$ cat src/rtl/div_iter.sv
// rtl/div_iter.sv - radix-2 restoring iterative divider for the EX stage (DIV/DIVU)
//
// Computes quotient and remainder one quotient bit per cycle. While a divide is
// in flight busy_o requests a pipeline stall; on completion {remainder, quotient}
// is presented for the HI/LO write path.
//
// Ports:
//   clk           clock, all state updates on the rising edge
//   rst           synchronous active-high reset
//   signed_div_i  1 = two's-complement divide, 0 = unsigned
//   opdata1_i     dividend
//   opdata2_i     divisor
//   start_i       request, held high until ready_o is seen
//   annul_i       abort the current or pending operation
//   result_o      {remainder, quotient}, zero unless ready_o = 1
//   ready_o       result valid
//   busy_o        stall request to pipeline control
module div_iter #(
  parameter int WIDTH = 32,
  localparam int CNT_W = $clog2(WIDTH + 1)
) (
  input  logic               clk,
  input  logic               rst,
  input  logic               signed_div_i,
  input  logic [WIDTH-1:0]   opdata1_i,
  input  logic [WIDTH-1:0]   opdata2_i,
  input  logic               start_i,
  input  logic               annul_i,
  output logic [2*WIDTH-1:0] result_o,
  output logic               ready_o,
  output logic               busy_o
);

  typedef enum logic [1:0] {FREE, BY_ZERO, ON, END} state_t;

  localparam logic [CNT_W-1:0] LAST_STEP = CNT_W'(WIDTH - 1);

  state_t             state;
  logic [CNT_W-1:0]   cnt;
  logic [WIDTH-1:0]   dvd;       // dividend magnitude, quotient bits shift in at the LSB
  logic [WIDTH-1:0]   dsr;       // divisor magnitude
  logic [WIDTH-1:0]   rem;       // partial remainder
  logic               neg_q;
  logic               neg_r;
  logic [2*WIDTH-1:0] result_r;

  logic [WIDTH-1:0]   a_mag;
  logic [WIDTH-1:0]   b_mag;
  logic [WIDTH:0]     diff;
  logic               q_bit;
  logic [WIDTH-1:0]   rem_next;
  logic [WIDTH-1:0]   quo_next;
  logic [WIDTH-1:0]   rem_fix;
  logic [WIDTH-1:0]   quo_fix;

  always_comb begin
    a_mag = (signed_div_i && opdata1_i[WIDTH-1]) ? -opdata1_i : opdata1_i;
    b_mag = (signed_div_i && opdata2_i[WIDTH-1]) ? -opdata2_i : opdata2_i;

    // Shifted partial remainder is WIDTH+1 bits; since rem < dsr, a negative
    // trial difference always fits in WIDTH+1 bits and its MSB is the borrow.
    diff     = {rem, dvd[WIDTH-1]} - {1'b0, dsr};
    q_bit    = ~diff[WIDTH];
    rem_next = q_bit ? diff[WIDTH-1:0] : {rem[WIDTH-2:0], dvd[WIDTH-1]};
    quo_next = {dvd[WIDTH-2:0], q_bit};

    // Most-negative / -1 wraps naturally: magnitude 0x80..0 negated is itself.
    quo_fix  = neg_q ? -quo_next : quo_next;
    rem_fix  = neg_r ? -rem_next : rem_next;
  end

  always_ff @(posedge clk) begin
    if (rst) begin
      state    <= FREE;
      cnt      <= '0;
      dvd      <= '0;
      dsr      <= '0;
      rem      <= '0;
      neg_q    <= 1'b0;
      neg_r    <= 1'b0;
      result_r <= '0;
    end else begin
      case (state)
        FREE: begin
          // Operands are captured every idle cycle; the copy taken on the
          // edge that accepts start_i is the one the divide uses.
          cnt   <= '0;
          rem   <= '0;
          dvd   <= a_mag;
          dsr   <= b_mag;
          neg_q <= signed_div_i & (opdata1_i[WIDTH-1] ^ opdata2_i[WIDTH-1]);
          neg_r <= signed_div_i & opdata1_i[WIDTH-1];
          if (!annul_i && start_i) begin
            state <= (opdata2_i == '0) ? BY_ZERO : ON;
          end
        end
        BY_ZERO: begin
          result_r <= '0;
          state    <= END;
        end
        ON: begin
          if (annul_i) begin
            state <= FREE;
          end else begin
            rem <= rem_next;
            dvd <= quo_next;
            cnt <= cnt + CNT_W'(1);
            if (cnt == LAST_STEP) begin
              result_r <= {rem_fix, quo_fix};
              state    <= END;
            end
          end
        end
        END: begin
          if (annul_i || !start_i) begin
            state <= FREE;
          end
        end
        default: state <= FREE;
      endcase
    end
  end

  assign ready_o  = (state == END);
  assign result_o = ready_o ? result_r : '0;
  assign busy_o   = (state == ON) || (state == BY_ZERO) ||
                    ((state == FREE) && start_i && !annul_i);

endmodule

$ cat config.mk
export PLATFORM = sky130hd
export DESIGN_NAME = div_iter
export DESIGN_NICKNAME = d
export VERILOG_FILES = /design/src/rtl/div_iter.sv
export SDC_FILE = /design/constraint.sdc
export NUM_CORES = 1
export LEC_CHECK = 0
export ABC_AREA = 1
export CORE_AREA = 4 4 145 216
export CTS_BUF_LIST = sky130_fd_sc_hd__clkbuf_8 sky130_fd_sc_hd__clkbuf_16
export CTS_CLUSTER_DIAMETER = 150
export DETAILED_ROUTE_END_ITERATION = 8
export DIE_AREA = 0 0 149 220
export GPL_TIMING_DRIVEN = 1
export SLEW_MARGIN = 20
export SYNTH_ARGS = -nofsm -noshare
export SYNTH_HDL_FRONTEND = slang
export SYNTH_SLANG_ARGS = --single-unit
$ cat constraint.sdc
create_clock -name clk -period 5.9 [get_ports clk]
set_input_delay 1.18 -clock clk [delete_from_list [all_inputs] [get_ports clk]]
set_output_delay 1.18 -clock clk [all_outputs]
set_load 0.02 [all_outputs]
After elaboration in Yosys (flattened, before gate mapping)

Index checks and enable logic that the tools add are counted.

Flip-flop bits (word level): 170
Input bits: 69
Logic and storage cells: 65

$add $sub $neg: 6
Eq/ne operators: 9
Multiplexer cells: 21
Bitwise gates (word level): 4
Reductions and logical operators: 17

Operators with widths:

| cell                                                            | number |
|---|---|
| 32-bit 2-to-1 mux                                               | 7 |
| 64-bit 2-to-1 mux                                               | 3 |
| 32-bit negator                                                  | 4 |
| 32-bit one-hot mux with 2 select lines                          | 2 |
| 64-bit one-hot mux with 2 select lines                          | 1 |
| 33-bit by 32-bit subtractor with 33-bit output                  | 1 |
| 32-bit logical NOT                                              | 1 |
| 6-bit one-hot mux with 2 select lines                           | 1 |
| 2-bit 2-to-1 mux                                                | 5 |
| 2-bit one-hot mux with 4 select lines                           | 1 |
| 6-bit by 1-bit adder with 6-bit output, second input constant   | 1 |
| 6-bit by 5-bit == test with 1-bit output, second input constant | 1 |
| 6-bit 2-to-1 mux                                                | 1 |
| 2-bit != test, second input constant                            | 3 |
| 3-bit AND reduction                                             | 2 |
| 1-bit logical AND                                               | 5 |
| 2-bit == test, second input constant                            | 2 |
| 2-bit nonzero test                                              | 2 |
| 1-bit logical OR                                                | 3 |
| 3-bit != test, second input constant                            | 1 |
| 1-bit AND                                                       | 2 |
| 2-bit by 1-bit == test with 1-bit output, second input constant | 1 |
| 1-bit logical NOT                                               | 2 |
| 2-bit logical NOT                                               | 1 |
| other kinds (4)                                                 | 4 |

Depth between registers and ports, before layout

Depth after elaboration: 7
Mapped depth: 31

Least setup slack after synthesis

No wires, ideal clock.

Path kind: register to register
Start: register dvd[31]
End: register result_r[30]
Library setup time: 0.132 ns
Data arrival time: 3.702 ns
Slack: 2.066 ns
Cell stages (with the launch flop): 32
Buffers on the path: 1
Path through: dfxtp_1 inv_1 ha_1 fa_1 inv_1 nand2_1 nand2_1 nand3_1 nand2_1 nand2_1 nand2_2 nand2_4 nand2_4 nand2_4 nand2_4 buf_4 ha_1 inv_1 nor3_1 nand3_1 nor3_1 nand3_1 inv_1 nand4_1 nand2_1 nand2_1 a21oi_1 nand2_1 nor3_1 nor2_1 nand2_1 a21oi_1

Word-level cells in the longest chain between the ends: 7

Ends and longest elaborated chain:

| what                                           | line | text |
|---|---|---|
| from (decl)                                    | 40   | `logic [WIDTH-1:0] dvd;` |
| from (signal assigned)                         | 89   | `dvd <= a_mag;` |
| from (signal assigned)                         | 106  | `dvd <= quo_next;` |
| 33-bit by 32-bit subtractor with 33-bit output | 62   | `diff = {rem, dvd[WIDTH-1]} - {1'b0, dsr};` |
| 1-bit inverter                                 | 63   | `q_bit = ~diff[WIDTH];` |
| 32-bit negator                                 | 68   | `quo_fix = neg_q ? -quo_next : quo_next;` |
| 32-bit 2-to-1 mux                              | 68   |  |
| 64-bit 2-to-1 mux                              | 108  | `if (cnt == LAST_STEP) begin` |
| 64-bit 2-to-1 mux                              | 102  | `if (annul_i) begin` |
| 64-bit one-hot mux with 2 select lines         | 83   | `case (state)` |
| to (signal assigned)                           | 109  | `result_r <= {rem_fix, quo_fix};` |
| to (decl)                                      | 45   | `logic [2*WIDTH-1:0] result_r;` |

Every way passes these cells. The select of a mux whose other input is x is not followed.
A chain may end at the register's enable or synchronous reset.

Final worst setup path

Ends and elaborated chain as after synthesis.

==> results by group <==
GRT
  • Remaining global-route overflow: 0
  • Vias in the first global route: 13,700
  • Pin count of the biggest net entering global routing: 67
  • First-pass GRT wire length: 67.8 mm
  • Total track usage: 26.1%
  • Initial antenna violation count: 0

Clock tree
  • Clk buf depth: 2
  • CTS Hold Bufs: 0
  • Post-CTS sizing: 0
  • H-tree depth: 4
  • CTS Buf Count: 17
  • Post-CTS setup buffers: 0
  • Clock Latency Late Sink: 0.45 ns
  • Clock slew at reported path FFs: 0.07 ns
  • CTS tree: done
  • # clock sinks: 170
  • Root Driver: clkbuf_16

Finish
  • Final Core Density: 51.6%
  • Filler Cell Count: 3,237
  • Final #Nets: 2,421
  • Area grow syn2layout: 16.3%
  • Area of the multi-input gates: 8000 µm²
  • Ant. Diodes: 0
  • Ratio of cells with drive above 1 in the final layout: 4.13%
  • Sequential standard cell area: 3400 µm²

Critical path
  • Slowest cell on the critical path: fa_1
  • CP arrival: 4.81 ns
  • Worst Path Max Fanout: 32
  • Setup Crit Path Kind: flip-flop to flip-flop
  • Crit. End Element: flip-flop
  • Crit-path most repeated cell: nand2_1
  • CP startpoint kind: flip-flop
  • Data required, critical path: 6.20 ns
  • Worst stage delay on the critical path: 0.41 ns

Synth
  • Cell variety after synth: 51
  • Syn_area_per_cell: 5.85 µm²
  • Synth async-reset ratio: 0%
  • Mapped Nets: 2,344
  • Count leader, synth: nand2_1
  • Post-synth top flop: dfxtp_1
  • Netlist Area Pre-Place: 13,100 µm²
  • Largest cells by area after synthesis: dfxtp_1 (26%), nand2_1 (20%), inv_1 (9.8%)
  • Ys Warns: 0
  • Top cell type's share of synthesized area: 26.0%
  • Seq cells post-synth: 170
  • Commonest cells in the netlist: nand2_1 (690), inv_1 (340), a21oi_1 (206)
  • Post-synthesis sequential area ratio: 26.0%
  • Synth area leader: dfxtp_1
  • Number of synthesized flops with an enable pin: 0
  • Gate Count Post-Synth: 2,233

STA
  • Slew Limit Fails: 0
  • Setup TNS: 0 ns
  • RSZ-0062 raised after global routing: no
  • Worst-Margin Slew: 1.04 ns
  • Worst Skew: 0.0157 ns
  • Fin crit share: 76.4%
  • Fin crit period: 4.51 ns
  • Slew HR: 31.0%
  • Final Hold Viols: 0
  • Max Fclk: 222 MHz
  • Final setup fails: 0

Power and ir drop
  • P_sw: 2.34 mW
  • PwrDens: 330 nW/µm²
  • Flop pwr share: 30.9%
  • Power share of the clock group: 22.8%
  • Sw frac: 46.7%
  • Internal power: 2.68 mW
  • Maximum vdd drop: 0.000298 V
  • Leak: 7.77 nW
  • Logic pwr share: 46.3%

Routing
  • Final ANT Viol Nets: 0
  • Via/cell ratio: 5.23
  • Routed length per instance: 15.8 µm
  • Wirelength, routed: 43.0 mm
  • First-pass detailed-route iteration total: 6
  • Drt drc: 0
  • Via count: 14,200
  • DRT iter0 DRCs: 813

Floorplanning
  • CORE AREA: 29,500 µm²
  • Ports: 135
  • Row Count: 77
  • Die ar.: 32,800 µm²
  • Initial Util: 44.3%
  • Die X: 149 µm
  • Die Ht: 220 µm

Place
  • Gp weighted congestion: 0.920
  • Final HPWL DP: 33.7 mm
  • Buffers on Ports: 134

Run status
  • Status: finished clean

Flow run
  • Max Cap Viol: 0

Min path
  • Min-Delay Path Class: flip-flop to flip-flop
[metrics by stage]
stage,total power [mW],instances,setup slack [ns],area [µm²],hold WS [ns]
3_5_place_dp,3.88,2686,1.43,14600,0.456
2_1_floorplan,3.19,2233,2.07,13100,0.441
4_1_cts,5.03,2718,1.41,15200,0.467
3_3_place_gp,3.86,2686,1.58,14600,0.454
5_1_grt,5.41,2718,0.776,15200,0.481
6_report,5.02,2718,1.39,15200,0.466
[routing by layer]
layer | part of all wire (%) | track usage (%)
met4 | 6.4 | 15.8
met2 | 56 | 51.9
met3 | 2.7 | 2.98
met5 | 0 | 0
met1 | 35 | 25.2
[path summary, 6_finish.rpt]
| check | from | slack (ns) | endpoint | depth (start not counted) |
|---|---|---|---|---|
| setup / recovery | dvd[31] | 1.39 | result_r[30] | 30 |
| hold / removal | result_r[57] | 0.47 | result_r[57] | 2 |
| setup reg to reg | dvd[31] | 1.39 | result_r[30] | 30 |
| hold reg to reg | result_r[57] | 0.47 | result_r[57] | 2 |
[cells by family (layout without fill, tap and decap cells)]
logic type               Yosys count  in the layout  share of synthesized area (%)
adder cells (fa/ha/maj)           42             42                           4.08
AND/OR/NAND/NOR                 1124           1124                           36.3
flip-flops                       170            170                           26.0
buffers and inverters            432            522                           12.8
AO/OA/AOI/OAI                    408            408                           17.0
XOR/XNOR                          57             57                           3.82
[layout make-up]
class,instances,area share [%]
flip-flops and latches,170,22.4
inverters,344,8.49
multi-input cells,1631,52.6
clock buffers,18,2.89
clock inverters,14,0.963
repair buffers,146,9.40
well taps,395,3.25
[worst max-delay path, delay by kind of cell (launching register included)]
kind                     cells  cell delay, ns
adder cells (fa/ha/maj)      3            0.88
buffers and inverters        4            0.31
AO/OA/AOI/OAI                2            0.24
flip-flops                   1            0.31
AND/OR/NAND/NOR             21            2.61
[power groups by stage]
stage	Sequential, mW	Clock, mW	Combinational, mW
after detailed placement	1.57	0	2.31
after global routing	1.57	1.20	2.63
final	1.55	1.14	2.32
after global placement	1.57	0	2.29
after floorplan	1.49	0	1.70
after CTS	1.55	1.16	2.32
[registers in the layout (all words and copies together) (netlist names)]
name and flops:
state 2, dsr 32, neg_q 1, result_r 64, rem 32, neg_r 1, cnt 6, dvd 32
[placed cells by master, fill, tap and decap left out, types with 4 or more instances in the layout]
master	count
nor2_2	7
inv_1	341
o21ai_0	146
nand3b_1	6
a21oi_1	206
nand2_1	690
xor2_1	35
or2_2	6
clkdlybuf4s50_1	133
o221ai_1	13
clkbuf_16	17
o21bai_1	10
nand4_1	17
nand3_1	133
inv_6	4
dfxtp_1	170
buf_4	13
o21ai_1	4
ha_1	40
nor3_1	42
nor2_1	178
xnor2_1	22
nor4_1	10
nand2_4	7
a221oi_1	5
o211ai_1	7
nand2_2	14
Note: power is estimated with default switching activity, not from simulation.
